`src/rtl/bfu_pipe.sv`:
```
// Radix-2 DIT butterfly (out_a = a + b*w, out_b = a - b*w), 4-stage valid/ready pipeline with full stall.
// Define BFU_SAT_EN for saturating outputs and a live ovf_flag; otherwise outputs wrap and ovf_flag is 0.
module bfu_pipe #(
  parameter int DATA_W = 16,
  parameter int TW_W   = 16
) (
  input  logic                  clk,
  input  logic                  clear,
  input  logic                  in_valid,
  output logic                  in_ready,
  input  logic [2*DATA_W-1:0]   in_a,
  input  logic [2*DATA_W-1:0]   in_b,
  input  logic [2*TW_W-1:0]     twiddle,
  input  logic                  scale_in,
  input  logic                  inv_in,
  output logic                  out_valid,
  input  logic                  out_ready,
  output logic [2*DATA_W-1:0]   out_a,
  output logic [2*DATA_W-1:0]   out_b,
  output logic                  ovf_flag
);

  localparam int PW = DATA_W + TW_W;
  localparam int SW = DATA_W + 2;
  localparam logic signed [PW:0]   RND = {{(PW+2-TW_W){1'b0}}, 1'b1, {(TW_W-2){1'b0}}};
  localparam logic signed [SW-1:0] ONE = {{(SW-1){1'b0}}, 1'b1};

  function automatic logic signed [TW_W-1:0] neg_sat(input logic signed [TW_W-1:0] x);
    if (x == {1'b1, {(TW_W-1){1'b0}}}) return {1'b0, {(TW_W-1){1'b1}}};
    return -x;
  endfunction

  function automatic logic signed [PW-1:0] mul(input logic signed [DATA_W-1:0] x,
                                               input logic signed [TW_W-1:0] y);
    logic signed [PW-1:0] xe, ye;
    xe = {{TW_W{x[DATA_W-1]}}, x};
    ye = {{DATA_W{y[TW_W-1]}}, y};
    return xe * ye;
  endfunction

  // Round half-up back to data scale, keeping DATA_W+1 bits.
  function automatic logic signed [DATA_W:0] round_prod(input logic signed [PW:0] p);
    logic signed [PW:0] r;
    r = (p + RND) >>> (TW_W - 1);
    return r[DATA_W:0];
  endfunction

  function automatic logic signed [SW-1:0] s4_sum(input logic signed [DATA_W-1:0] a,
                                                  input logic signed [DATA_W:0] p,
                                                  input logic neg);
    logic signed [SW-1:0] ae, pe;
    ae = {{2{a[DATA_W-1]}}, a};
    pe = {p[DATA_W], p};
    return neg ? (ae - pe) : (ae + pe);
  endfunction

  function automatic logic signed [SW-1:0] half_round(input logic signed [SW-1:0] s,
                                                      input logic en);
    logic signed [SW-1:0] t;
    t = s + ONE;
    return en ? (t >>> 1) : s;
  endfunction

`ifdef BFU_SAT_EN
  function automatic logic oor(input logic signed [SW-1:0] s);
    return !((&s[SW-1:DATA_W-1]) || !(|s[SW-1:DATA_W-1]));
  endfunction
`endif

  function automatic logic [DATA_W-1:0] reduce(input logic signed [SW-1:0] s);
`ifdef BFU_SAT_EN
    if (oor(s)) return s[SW-1] ? {1'b1, {(DATA_W-1){1'b0}}} : {1'b0, {(DATA_W-1){1'b1}}};
`endif
    return s[DATA_W-1:0];
  endfunction

  logic advance;
  logic vld_p1, vld_p2, vld_p3;
  logic signed [DATA_W-1:0] ar_p1, ai_p1, br_p1, bi_p1;
  logic signed [TW_W-1:0]   wr_p1, wi_p1;
  logic                     scale_p1;
  logic signed [DATA_W-1:0] ar_p2, ai_p2;
  logic signed [PW-1:0]     prr_p2, pii_p2, pri_p2, pir_p2;
  logic                     scale_p2;
  logic signed [DATA_W-1:0] ar_p3, ai_p3;
  logic signed [DATA_W:0]   pr_p3, pi_p3;
  logic                     scale_p3;
  logic signed [SW-1:0]     sar, sai, sbr, sbi;

  assign advance  = !out_valid || out_ready;
  assign in_ready = advance;

  always_ff @(posedge clk) begin
    if (clear) begin
      vld_p1    <= 1'b0;
      vld_p2    <= 1'b0;
      vld_p3    <= 1'b0;
      out_valid <= 1'b0;
    end else if (advance) begin
      vld_p1    <= in_valid;
      vld_p2    <= vld_p1;
      vld_p3    <= vld_p2;
      out_valid <= vld_p3;
    end
  end

  always_ff @(posedge clk) begin
    if (advance) begin
      // S1: capture operands, conjugate twiddle in inverse mode
      ar_p1    <= in_a[DATA_W-1:0];
      ai_p1    <= in_a[2*DATA_W-1:DATA_W];
      br_p1    <= in_b[DATA_W-1:0];
      bi_p1    <= in_b[2*DATA_W-1:DATA_W];
      wr_p1    <= twiddle[TW_W-1:0];
      wi_p1    <= inv_in ? neg_sat(twiddle[2*TW_W-1:TW_W]) : twiddle[2*TW_W-1:TW_W];
      scale_p1 <= scale_in;
      // S2: partial products
      ar_p2    <= ar_p1;
      ai_p2    <= ai_p1;
      scale_p2 <= scale_p1;
      prr_p2   <= mul(br_p1, wr_p1);
      pii_p2   <= mul(bi_p1, wi_p1);
      pri_p2   <= mul(br_p1, wi_p1);
      pir_p2   <= mul(bi_p1, wr_p1);
      // S3: complex product, rounded to data scale
      ar_p3    <= ar_p2;
      ai_p3    <= ai_p2;
      scale_p3 <= scale_p2;
      pr_p3    <= round_prod({prr_p2[PW-1], prr_p2} - {pii_p2[PW-1], pii_p2});
      pi_p3    <= round_prod({pri_p2[PW-1], pri_p2} + {pir_p2[PW-1], pir_p2});
    end
  end

  // S4: sum/difference, optional halving, reduction to DATA_W
  always_comb begin
    sar = half_round(s4_sum(ar_p3, pr_p3, 1'b0), scale_p3);
    sai = half_round(s4_sum(ai_p3, pi_p3, 1'b0), scale_p3);
    sbr = half_round(s4_sum(ar_p3, pr_p3, 1'b1), scale_p3);
    sbi = half_round(s4_sum(ai_p3, pi_p3, 1'b1), scale_p3);
  end

  always_ff @(posedge clk) begin
    if (clear) begin
      out_a <= '0;
      out_b <= '0;
    end else if (advance) begin
      out_a <= {reduce(sai), reduce(sar)};
      out_b <= {reduce(sbi), reduce(sbr)};
    end
  end

`ifdef BFU_SAT_EN
  always_ff @(posedge clk) begin
    if (clear) ovf_flag <= 1'b0;
    else if (advance && vld_p3 && (oor(sar) || oor(sai) || oor(sbr) || oor(sbi)))
      ovf_flag <= 1'b1;
  end
`else
  assign ovf_flag = 1'b0;
`endif

endmodule
```
`config.mk`:
```
export PLATFORM = sky130hd
export DESIGN_NAME = bfu_pipe
export DESIGN_NICKNAME = d
export VERILOG_FILES = /design/src/rtl/bfu_pipe.sv
export SDC_FILE = /design/constraint.sdc
export NUM_CORES = 2
export LEC_CHECK = 0
export BUFFER_PORTS_ARGS = -buffer_cell sky130_fd_sc_hd__buf_2
export CAP_MARGIN = 30
export CORE_ASPECT_RATIO = 1.1
export CORE_MARGIN = 2
export CORE_UTILIZATION = 50
export DETAILED_ROUTE_END_ITERATION = 16
export PLACE_DENSITY = 0.76
export SLEW_MARGIN = 20
export SYNTH_ARGS = -nofsm -noshare
export SYNTH_HDL_FRONTEND = slang
export SYNTH_SLANG_ARGS = --single-unit
```
`constraint.sdc`:
```
create_clock -name clk -period 14 [get_ports clk]
set_input_delay 2.1 -clock clk [delete_from_list [all_inputs] [get_ports clk]]
set_output_delay 2.1 -clock clk [all_outputs]
set_load 0.03 [all_outputs]
```
==> impl_metrics.yaml <==
cts:
  tritoncts: "done"
  htreeDepth: 2
  cts_buffers: 49
  clkSinkCount: 393
  cts_resized: 0
  insertion_delay_ps: 690
  root_buffer: "clkbuf_16"
  clockBufferDepth: 3
  cts_hold_buf: 0
  cts_setup_buffers: 0
  clkTransAtPathRegs_ps: 60
die:
  die_w_um: 333
  ios: 169
  die_height_um: 366
  coreArea_um2: 118000
  rows: 132
  start_util_pct: 50.5
  dieArea_um2: 122000
yosys:
  synth-main-ff-cell: "edfxtp_1"
  postSynthNetCount: 7774
  synth_cell_types: 97
  synth_seq_area_share_pct: 18.7
  synth-edff-count: 325
  yosys_warnings: 0
  syn_inst: 6105
  ys_ff_latch: 393
  synth-async-reset-ratio_pct: 0
  synth_area_um2: 59600
  syn_avg_cell_area_um2: 9.76
drt:
  wl_um: 145000
  wire_per_inst_um: 18.8
  vias_per_cell: 5.48
  num_vias: 42300
  drt_iter0_markers: 2701
  firstDrtPassIters: 6
  detail-route-antenna-nets: 0
  drc: 0
placement:
  place_area_um2: 62000
  io_buffers: 167
  dp_hpwl_um: 113000
  gp_congestion: 0.937
  dpl.cell_count: 7626
sta:
  drv_slew: 0
  rsz0062_at_grt: "no"
  fmax_mhz: 139
  fin_skew_ps: 76.5
  relSlewSlack_pct: 19.8
  fin_crit_ps: 7190
  hold_violations: 0
  tns_ps: 0
  final-setup-viol-count: 0
  worstMarginPinSlew_ps: 1200
  min_period_over_period_pct: 51.4
layout:
  finalInstanceArea_um2: 63700
  fin_nets: 7806
  final_util_pct: 54.0
  drive_above_1_share_pct: 5.99
  final_cells: 7721
  mostFrequentLayoutCell: "inv_1"
  layout_common_cells: "1245 x inv_1, 1052 x fa_1, 605 x nand2_1, 515 x ha_1, 507 x and2_1"
  syn2layout_area_growth_pct: 6.80
global_route:
  grt_usage_pct: 24.4
  grt_max_degree: 183
  grt_pass1_vias: 45200
  grt_first_pass_wirelength_um: 236000
  grt-ovfl-total: 0
  antenna_found_initial: 10
worst_setup_path:
  crit_type: "reg -> reg"
  cp_max_fo: 14
  critPathLaunchType: "flip-flop"
  required_ps: 14400
  critPathCaptureType: "flip-flop"
  cp.arrival_ps: 7590
run_status:
  status: "finished, final reports clean"
job:
  maxCapViolCount: 0
min_path:
  holdCritPathClass: "reg -> reg"
[synth_stat cells, types with 117 or more instances]
library cell | count | share of area [%]
clkbuf_1 | 240 | 1.5
a21oi_1 | 182 | 1.5
and2_1 | 507 | 5.3
nand2_1 | 605 | 3.8
inv_1 | 1245 | 7.8
ha_1 | 515 | 11
nor2_1 | 257 | 1.6
edfxtp_1 | 325 | 16
fa_1 | 1052 | 35
o21ai_0 | 117 | 0.98
xnor2_1 | 185 | 2.7
[metal layers]
| metal | vias to the layer above | GRT usage [%] | part of all wire [%] |
|---|---|---|---|
| li1 | 19100 | - | - |
| met1 | 21400 | 29.8 | 39 |
| met2 | 1402 | 42.3 | 49 |
| met3 | 354 | 3.65 | 6.3 |
| met4 | 6 | 11.2 | 5.0 |
| met5 | - | 0 | 0.030 |
[sequential cells by signal, summed over array words and instances (netlist names), 16 cells and up]
signal  count
ai_p1      16
ai_p2      16
ai_p3      16
ar_p1      16
ar_p2      16
ar_p3      16
bi_p1      16
br_p1      16
out_a      32
out_b      32
pi_p3      17
pii_p2     32
pir_p2     32
pr_p3      17
pri_p2     32
prr_p2     32
wi_p1      16
wr_p1      16
[worst max-delay path, stage by stage (launching register included)]
cell      delay [ps]
edfxtp_1         630
clkinv_1         590
buf_4            420
nor2_1           140
fa_1             440
fa_1             510
fa_1             430
fa_1             490
fa_1             500
inv_1             50
fa_1             470
inv_1             40
ha_1             340
a21o_1           200
a21o_1           170
a21oi_1          190
nor2_1            70
a211oi_1         260
o31ai_1          180
a31o_2           310
a221oi_1         260
o21bai_1         110
xnor2_1          120
[stage by stage]
step           worst slack [ps]  hold slack [ps]
3_5_place_dp               6500              405
4_1_cts                    6480              376
2_1_floorplan               448              400
3_3_place_gp               6700              401
6_report                   6810              377
5_1_grt                    6480              383
[kinds of logic after synthesis]
group                    Yosys count  share of synthesized area (%)
AO/OA/AOI/OAI                    687                           7.71
XOR/XNOR                         247                           3.64
adder cells (fa/ha/maj)         1567                           46.1
buffers and inverters           1509                           9.55
flip-flops                       393                           18.7
multiplexers                      10                          0.168
other                              1                        0.00629
AND/OR/NAND/NOR                 1691                           14.1
[path summary, 6_finish.rpt]
check	from	end	slack [ps]	depth (start not counted)
max reg2reg	wi_p1[15]$_DFFE_PP_	pii_p2[31]$_DFFE_PP_	6810	22
max	wi_p1[15]$_DFFE_PP_	pii_p2[31]$_DFFE_PP_	6810	22
min	ai_p1[12]$_DFFE_PP_	ai_p2[12]$_DFFE_PP_	380	0
min reg2reg	ai_p1[12]$_DFFE_PP_	ai_p2[12]$_DFFE_PP_	380	0
[cell type report]
type | instances | area [um2]
antenna | 2 | 5.00
clock buffer | 53 | 1240
clock inverter | 39 | 425
fill | 10300 | 54300
inverter | 1251 | 4700
multi-input combinational | 4203 | 42800
sequential | 393 | 11100
tap | 1541 | 1930
timing repair buffer | 239 | 1430
Power is left out: the tool's default activity adds up to more than one toggle a clock period on the data nets, which glitch-free logic cannot reach.
